**src/rtl/bpred_pkg.sv**
```systemverilog
// Shared types and sizing for the perceptron predictor training path.
// Row layout: weight 0 (bias) in the LSBs, weight i at slice [i].
package bpred_pkg;
  localparam int NUM_ROWS   = 64;
  localparam int HIST_LEN   = 8;
  localparam int WEIGHT_W   = 8;
  localparam int YW         = 12;
  localparam int FIFO_DEPTH = 4;
  localparam int STARVE_MAX = 4;

  localparam int IDXW  = $clog2(NUM_ROWS);
  localparam int ROW_W = (HIST_LEN + 1) * WEIGHT_W;

  // floor(1.93*h + 14) in integer arithmetic
  function automatic int calc_theta(input int h);
    return (193 * h) / 100 + 14;
  endfunction

  localparam int THETA = calc_theta(HIST_LEN);

  typedef logic signed [WEIGHT_W-1:0]       weight_t;
  typedef logic [HIST_LEN:0][WEIGHT_W-1:0]  row_t;

  typedef enum logic [1:0] {IDLE, RD, MOD, WR} fsm_e;

  typedef struct packed {
    logic [IDXW-1:0]     idx;
    logic [HIST_LEN-1:0] hist;
    logic                dir;
  } train_req_t;
endpackage

```
**src/rtl/bpred_train_alu.sv**
```systemverilog
// Combinational perceptron update: each weight moves one step toward
// agreement with the resolved direction, saturating at the signed limits.
module perceptron_train_alu
  import bpred_pkg::*;
(
  input  row_t                row,
  input  logic [HIST_LEN-1:0] hist,
  input  logic                dir,
  output row_t                new_row
);
  localparam weight_t WMAX = weight_t'({1'b0, {(WEIGHT_W-1){1'b1}}});
  localparam weight_t WMIN = weight_t'({1'b1, {(WEIGHT_W-1){1'b0}}});

  for (genvar k = 0; k <= HIST_LEN; k++) begin : g_w
    logic    inc;
    weight_t w;
    if (k == 0) begin : g_bias
      assign inc = dir;
    end else begin : g_hist
      assign inc = (dir == hist[k-1]);
    end
    assign w = weight_t'(row[k]);
    assign new_row[k] = inc ? ((w == WMAX) ? w : w + weight_t'(1))
                            : ((w == WMIN) ? w : w - weight_t'(1));
  end
endmodule

```
**src/rtl/bpred_train_sched.sv**
```systemverilog
// Training scheduler: filters resolved branches, queues them, and performs
// read-modify-write on the shared weight RAM port, yielding to fetch.
module bpred_train_sched
  import bpred_pkg::*;
(
  input  logic                clk,
  input  logic                reset,
  input  logic                execute_bpredictor_update,
  input  logic [IDXW-1:0]     execute_bpredictor_idx,
  input  logic [HIST_LEN-1:0] execute_bpredictor_hist,
  input  logic                execute_bpredictor_dir,
  input  logic                execute_bpredictor_miss,
  input  logic [YW-1:0]       execute_bpredictor_ymag,
  output logic                sched_execute_full,
  input  logic                fetch_sched_req,
  input  logic [IDXW-1:0]     fetch_sched_idx,
  output logic                sched_fetch_grant,
  output logic                sched_fetch_stall,
  output logic [IDXW-1:0]     tbl_addr,
  output logic                tbl_rd_en,
  input  logic [ROW_W-1:0]    tbl_rdata,
  output logic                tbl_wr_en,
  output logic [ROW_W-1:0]    tbl_wdata,
  output logic                sched_busy,
  output logic [7:0]          sched_drop_cnt
);
  localparam int PW = $clog2(FIFO_DEPTH);
  localparam int CW = $clog2(FIFO_DEPTH + 1);
  localparam int SW = $clog2(STARVE_MAX + 1);

  train_req_t      fifo_q [FIFO_DEPTH];
  logic [PW-1:0]   head_q, tail_q;
  logic [CW-1:0]   count_q;
  fsm_e            state_q, state_d;
  train_req_t      work_q, in_req;
  row_t            new_row_q, alu_row;
  logic [SW-1:0]   starve_q;
  logic [7:0]      drop_q;

  logic qualify, full, push, drop, pop;
  logic train_active, starved, train_win;

  assign in_req  = '{idx: execute_bpredictor_idx, hist: execute_bpredictor_hist,
                     dir: execute_bpredictor_dir};
  assign qualify = execute_bpredictor_update &&
                   (execute_bpredictor_miss || execute_bpredictor_ymag <= YW'(THETA));
  assign full    = (count_q == CW'(FIFO_DEPTH));
  // Full is judged on the registered count, so a same-cycle pop never rescues a request.
  assign push    = qualify && !full;
  assign drop    = qualify && full;
  assign pop     = (state_q == IDLE) && (count_q != '0);

  assign train_active = (state_q == RD) || (state_q == WR);
  assign starved      = (starve_q >= SW'(STARVE_MAX));
  assign sched_fetch_grant = reset && fetch_sched_req && !(starved && train_active);
  assign sched_fetch_stall = reset && fetch_sched_req && starved && train_active;
  assign train_win    = train_active && !sched_fetch_grant;

  assign tbl_addr   = sched_fetch_grant ? fetch_sched_idx : work_q.idx;
  assign tbl_rd_en  = (state_q == RD) && train_win;
  assign tbl_wr_en  = (state_q == WR) && train_win;
  assign tbl_wdata  = new_row_q;
  assign sched_execute_full = full;
  assign sched_busy         = (state_q != IDLE) || (count_q != '0);
  assign sched_drop_cnt     = drop_q;

  perceptron_train_alu u_alu (
    .row     (row_t'(tbl_rdata)),
    .hist    (work_q.hist),
    .dir     (work_q.dir),
    .new_row (alu_row)
  );

  always_comb begin
    state_d = state_q;
    case (state_q)
      IDLE:    if (count_q != '0) state_d = RD;
      RD:      if (train_win)     state_d = MOD;
      MOD:                        state_d = WR;
      WR:      if (train_win)     state_d = IDLE;
      default:                    state_d = IDLE;
    endcase
  end

  always_ff @(posedge clk) begin
    if (push) fifo_q[tail_q] <= in_req;
  end

  always_ff @(posedge clk or negedge reset) begin
    if (!reset) begin
      state_q   <= IDLE;
      head_q    <= '0;
      tail_q    <= '0;
      count_q   <= '0;
      work_q    <= '0;
      new_row_q <= '0;
      starve_q  <= '0;
      drop_q    <= '0;
    end else begin
      state_q <= state_d;
      if (push) tail_q <= (tail_q == PW'(FIFO_DEPTH-1)) ? '0 : tail_q + PW'(1);
      if (pop) begin
        head_q <= (head_q == PW'(FIFO_DEPTH-1)) ? '0 : head_q + PW'(1);
        work_q <= fifo_q[head_q];
      end
      case ({push, pop})
        2'b10:   count_q <= count_q + CW'(1);
        2'b01:   count_q <= count_q - CW'(1);
        default: count_q <= count_q;
      endcase
      if (state_q == MOD) new_row_q <= alu_row;
      if (train_win)                                 starve_q <= '0;
      else if (train_active && !starved)             starve_q <= starve_q + SW'(1);
      if (drop && drop_q != 8'hFF) drop_q <= drop_q + 8'd1;
    end
  end
endmodule

```
**config.mk**
```make
export PLATFORM = sky130hd
export DESIGN_NAME = bpred_train_sched
export DESIGN_NICKNAME = d
export VERILOG_FILES = /design/src/rtl/bpred_pkg.sv /design/src/rtl/bpred_train_alu.sv /design/src/rtl/bpred_train_sched.sv
export SDC_FILE = /design/constraint.sdc
export NUM_CORES = 1
export LEC_CHECK = 0
export CAP_MARGIN = 10
export CORE_ASPECT_RATIO = 0.8
export CORE_MARGIN = 2
export CORE_UTILIZATION = 49
export DETAILED_ROUTE_END_ITERATION = 7
export GPL_TIMING_DRIVEN = 1
export HOLD_SLACK_MARGIN = 0.02
export PLACE_DENSITY = 0.77
export RECOVER_POWER = 100
export REMOVE_ABC_BUFFERS = 1
export SYNTH_ARGS = -nofsm -noshare
export SYNTH_HDL_FRONTEND = slang
export SYNTH_SLANG_ARGS = --single-unit
```
**constraint.sdc**
```tcl
create_clock -name clk -period 2.8 [get_ports clk]
set_input_delay 0.84 -clock clk [delete_from_list [all_inputs] [get_ports clk]]
set_output_delay 0.84 -clock clk [all_outputs]
set_load 0.02 [all_outputs]
```
==> tab_implementation.tex <==
\begin{tabular}{lr}
\hline
Metric & Value \\
\hline
\multicolumn{2}{l}{\textbf{Critical path}} \\
Top cell by count, worst path & sky130\_fd\_sc\_hd\_\_dlygate4sd2\_1 \\
Max FO, Critical Path & 3 \\
Worst reg-to-reg path cell count & 5 \\
Required @ worst endpoint & 1960 ps \\
Critical Path Sink & tbl\_wr\_en \\
CP cell instances & dlygate4sd2\_1, nand2\_1, a21o\_1, dlygate4sd2\_1, and2\_0, buf\_6 \\
Worst reg2reg startpoint & state\_q[0]\$\_DFFE\_PN0P\_ \\
Kind of start point of the critical path & input pin \\
Slowest CP cell & sky130\_fd\_sc\_hd\_\_dlygate4sd2\_1 \\
Reg-to-Reg End & work\_q[10]\$\_DFFE\_PN0P\_ \\
Delay contributed by the slowest stage of the critical path & 280 ps \\
Worst Path Arrival & 1870 ps \\
Worst Path Class, Setup & in2out \\
Critical Path Source & fetch\_sched\_req \\
Flop-to-flop setup slack & 500 ps \\
Critical Path End Type & primary output \\
\multicolumn{2}{l}{\textbf{Power and ir drop}} \\
Pwr/cell area & 934 nW/um2 \\
P\_leak & 0.00553 uW \\
Worst vdd rail ir drop & 0.000727 V \\
\multicolumn{2}{l}{\textbf{Synth}} \\
Avg Inst Size Synth & 9.99 um2 \\
Most used standard cell by instance count after synthesis & sky130\_fd\_sc\_hd\_\_dfrtp\_1 \\
EDFF count, synth & 60 \\
Top post-synthesis cells by count & sky130\_fd\_sc\_hd\_\_dfrtp\_1 (107), sky130\_fd\_sc\_hd\_\_nand2\_1 (73), sky130\_fd\_sc\_hd\_\_nor2\_1 (62), sky130\_fd\_sc\_hd\_\_edfxtp\_1 (60), sky130\_fd\_sc\_hd\_\_inv\_1 (49) \\
Synth area leaders & sky130\_fd\_sc\_hd\_\_dfrtp\_1 (25\%), sky130\_fd\_sc\_hd\_\_edfxtp\_1 (17\%), sky130\_fd\_sc\_hd\_\_ha\_1 (4.7\%), sky130\_fd\_sc\_hd\_\_mux4\_2 (3.2\%), sky130\_fd\_sc\_hd\_\_nand2\_1 (2.6\%) \\
Number of unique standard cell types used by synthesis & 85 \\
Async S/R FF share, synth & 0.641 \\
Synthesized area & 10600 um2 \\
\#FFs+latches synth & 167 \\
Post-synthesis sequential area ratio & 0.422 \\
Post-synthesis cell count & 1064 \\
Cell type with the highest aggregate area in the netlist & sky130\_fd\_sc\_hd\_\_dfrtp\_1 \\
Yosys Warn Count & 0 \\
Prevailing post-synth register cell & sky130\_fd\_sc\_hd\_\_dfrtp\_1 \\
Share of the synthesized area in the top cell type & 0.252 \\
\multicolumn{2}{l}{\textbf{Die}} \\
Area of the core & 21400 um2 \\
Chip height & 136 um \\
Die Span X & 169 um \\
Initial core utilization & 0.496 \\
Full die area & 22900 um2 \\
Number of rows created at floorplan & 48 \\
Count of pins on the block boundary & 202 \\
\multicolumn{2}{l}{\textbf{Cells and area}} \\
Layout overhead on the synthesized area & 31.5\% \\
Final core utilization & 0.652 \\
Fraction of final layout cells with drive strength greater than 1 & 0.141 \\
Post-layout net count & 1474 \\
Post-layout instance count excluding filler cells & 1613 \\
Post-Layout Inst Area & 14000 um2 \\
\multicolumn{2}{l}{\textbf{Place}} \\
Number of cells in the design after placement & 1579 \\
Final weighted congestion in routability-driven placement & 0.927 \\
DP Worst Slack & -494 ps \\
Post-detail-place hpwl & 20400 um \\
Area after DPL & 13600 um2 \\
Number of buffer cells added on primary ports & 200 \\
\multicolumn{2}{l}{\textbf{Clocking}} \\
Source-to-sink clock delay at the later pin of the worst-skew pair & 430 ps \\
Maximum clock insertion buffer count & 2 \\
TritonCTS Sinks & 167 \\
TritonCTS clock tree & done \\
Root buf cell & sky130\_fd\_sc\_hd\_\_clkbuf\_16 \\
TritonCTS buffer count & 17 \\
Clock edge transition at the registers on the reported setup and hold paths & 70 ps \\
Number of H-tree branching levels & 4 \\
Number of buffers inserted by hold repair at cts & 0 \\
\multicolumn{2}{l}{\textbf{Timing}} \\
Transition time of the tightest slew-check pin & 1270 ps \\
Normalized max-slew margin & 0.151 \\
Unrepaired setup endpoints after global routing & false \\
Fmax & 370 MHz \\
Final setup violation count & 0 \\
Final Cycle Share & 0.966 \\
Endpoints failing hold & 0 \\
Post-route minimum period & 2710 ps \\
Largest clock skew in the final design & 9.34 ps \\
Slew Limit Fails & 0 \\
Final worst slack & 94.9 ps \\
\multicolumn{2}{l}{\textbf{Detailed routing}} \\
DR WL/cell & 17.7 um \\
Total length of routed wires & 28500 um \\
Antenna-violating nets left & 0 \\
Drt via density & 6.00 \\
Initial DRT Pass Iterations & 5 \\
Count of unresolved DRC violations after routing & 0 \\
Routed vias & 9685 \\
Violation count after the first detailed-route iteration & 1101 \\
\multicolumn{2}{l}{\textbf{Global routing}} \\
Pin count of the biggest net entering global routing & 113 \\
Total grt overflow & 0 \\
Initial antenna violation count & 3 \\
Via count of the first global-routing pass & 9104 \\
Total GRT Usage & 0.256 \\
Wire length of the first global-routing pass & 46800 um \\
\multicolumn{2}{l}{\textbf{Worst hold path}} \\
Hold Crit Start & tbl\_wdata[18]\$\_DFFE\_PN0P\_ \\
Class of the worst hold path & reg2reg \\
\multicolumn{2}{l}{\textbf{Run status}} \\
Result of the run & complete, no violations \\
\multicolumn{2}{l}{\textbf{Run}} \\
Max-cap violations & 0 \\
\hline
\end{tabular}
==> state kept, by name, summed over array words and instances (netlist names), 3 cells and up <==
register	flops
fifo_q	60
work_q	15
starve_q	3
sched_drop_cnt	8
tbl_wdata	72
count_q	3
==> worst min path at each step <==
stage,endpoint,depth (start not counted)
3_5_place_dp,tbl_wdata[18]$_DFFE_PN0P_,1
4_1_cts,tbl_wdata[18]$_DFFE_PN0P_,1
3_3_place_gp,tbl_wdata[66]$_DFFE_PN0P_,1
2_1_floorplan,count_q[2]$_DFFE_PN0P_,1
6_report,tbl_wdata[18]$_DFFE_PN0P_,1
5_1_grt,tbl_wdata[71]$_DFFE_PN0P_,2
==> timing repair <==
| action | 4_1_cts | 5_1_grt |
|---|---|---|
| setup endpoints to repair | 11 | 0 |
| buffers inserted | 0 | 0 |
| gates resized for setup | 61 | 0 |
==> per-layer routing <==
metal | part of all wire | global-route usage
met5 | 0.00056 | 0
met4 | 0.013 | 0.0661
met3 | 0.069 | 0.0584
met2 | 0.45 | 0.394
met1 | 0.47 | 0.366
==> layout make-up <==
| cell class | count | area, um2 |
|---|---|---|
| repair buffers | 310 | 2760 |
| flip-flops and latches | 167 | 4480 |
| fillers | 1760 | 7460 |
| diodes | 2 | 5.00 |
| clock inverters | 13 | 141 |
| inverters | 50 | 189 |
| well taps | 275 | 344 |
| clock buffers | 19 | 433 |
| multi-input cells | 777 | 5620 |
==> critical path, delay by kind of cell <==
kind / cells / cell delay (ps)
buffers and inverters: 3 / 600
and+or+nand+nor: 2 / 220
AOI/OAI and AO/OA: 1 / 200
==> kinds of logic after synthesis <==
logic type      share of synthesized area
simple gates                        0.194
compound gates                      0.182
flops                               0.422
buf+inv                            0.0462
xor+xnor                           0.0445
mux                                0.0628
fa+ha+maj                          0.0490
==> cells in the final DEF (no fill, tap or decap), drive strengths merged, types with 18 or more instances in the layout <==
| cell type | n |
|---|---|
| dfrtp | 107 |
| dlygate4sd3 | 107 |
| buf | 93 |
| clkdlybuf4s50 | 80 |
| nand2 | 73 |
| nor2 | 62 |
| edfxtp | 60 |
| inv | 55 |
| clkbuf | 44 |
| a21oi | 42 |
| nand3 | 40 |
| ha | 40 |
| o21ai | 39 |
| nor3 | 34 |
| xor2 | 30 |
| a31oi | 29 |
| nand4 | 24 |
| xnor2 | 24 |
| mux2 | 23 |
| o211ai | 20 |
| nor4 | 18 |
==> per-stage QoR <==
step | power (uW) | TNS [ps] | hold WS, ps
after floorplan | 8020 | -56000 | 454
after global placement | 11000 | -4050 | 466
after detailed placement | 11100 | -4510 | 470
after CTS | 13600 | 0 | 486
after global routing | 14000 | 0 | 497
final | 13100 | 0 | 475
==> power by group <==
group          total [uW]  internal, uW  switching (uW)
clock                2350          1330            1020
combinational        6670          2950            3720
sequential           4040          3410             634
total               13100          7680            5370
Note: power is estimated with default switching activity, not from simulation.
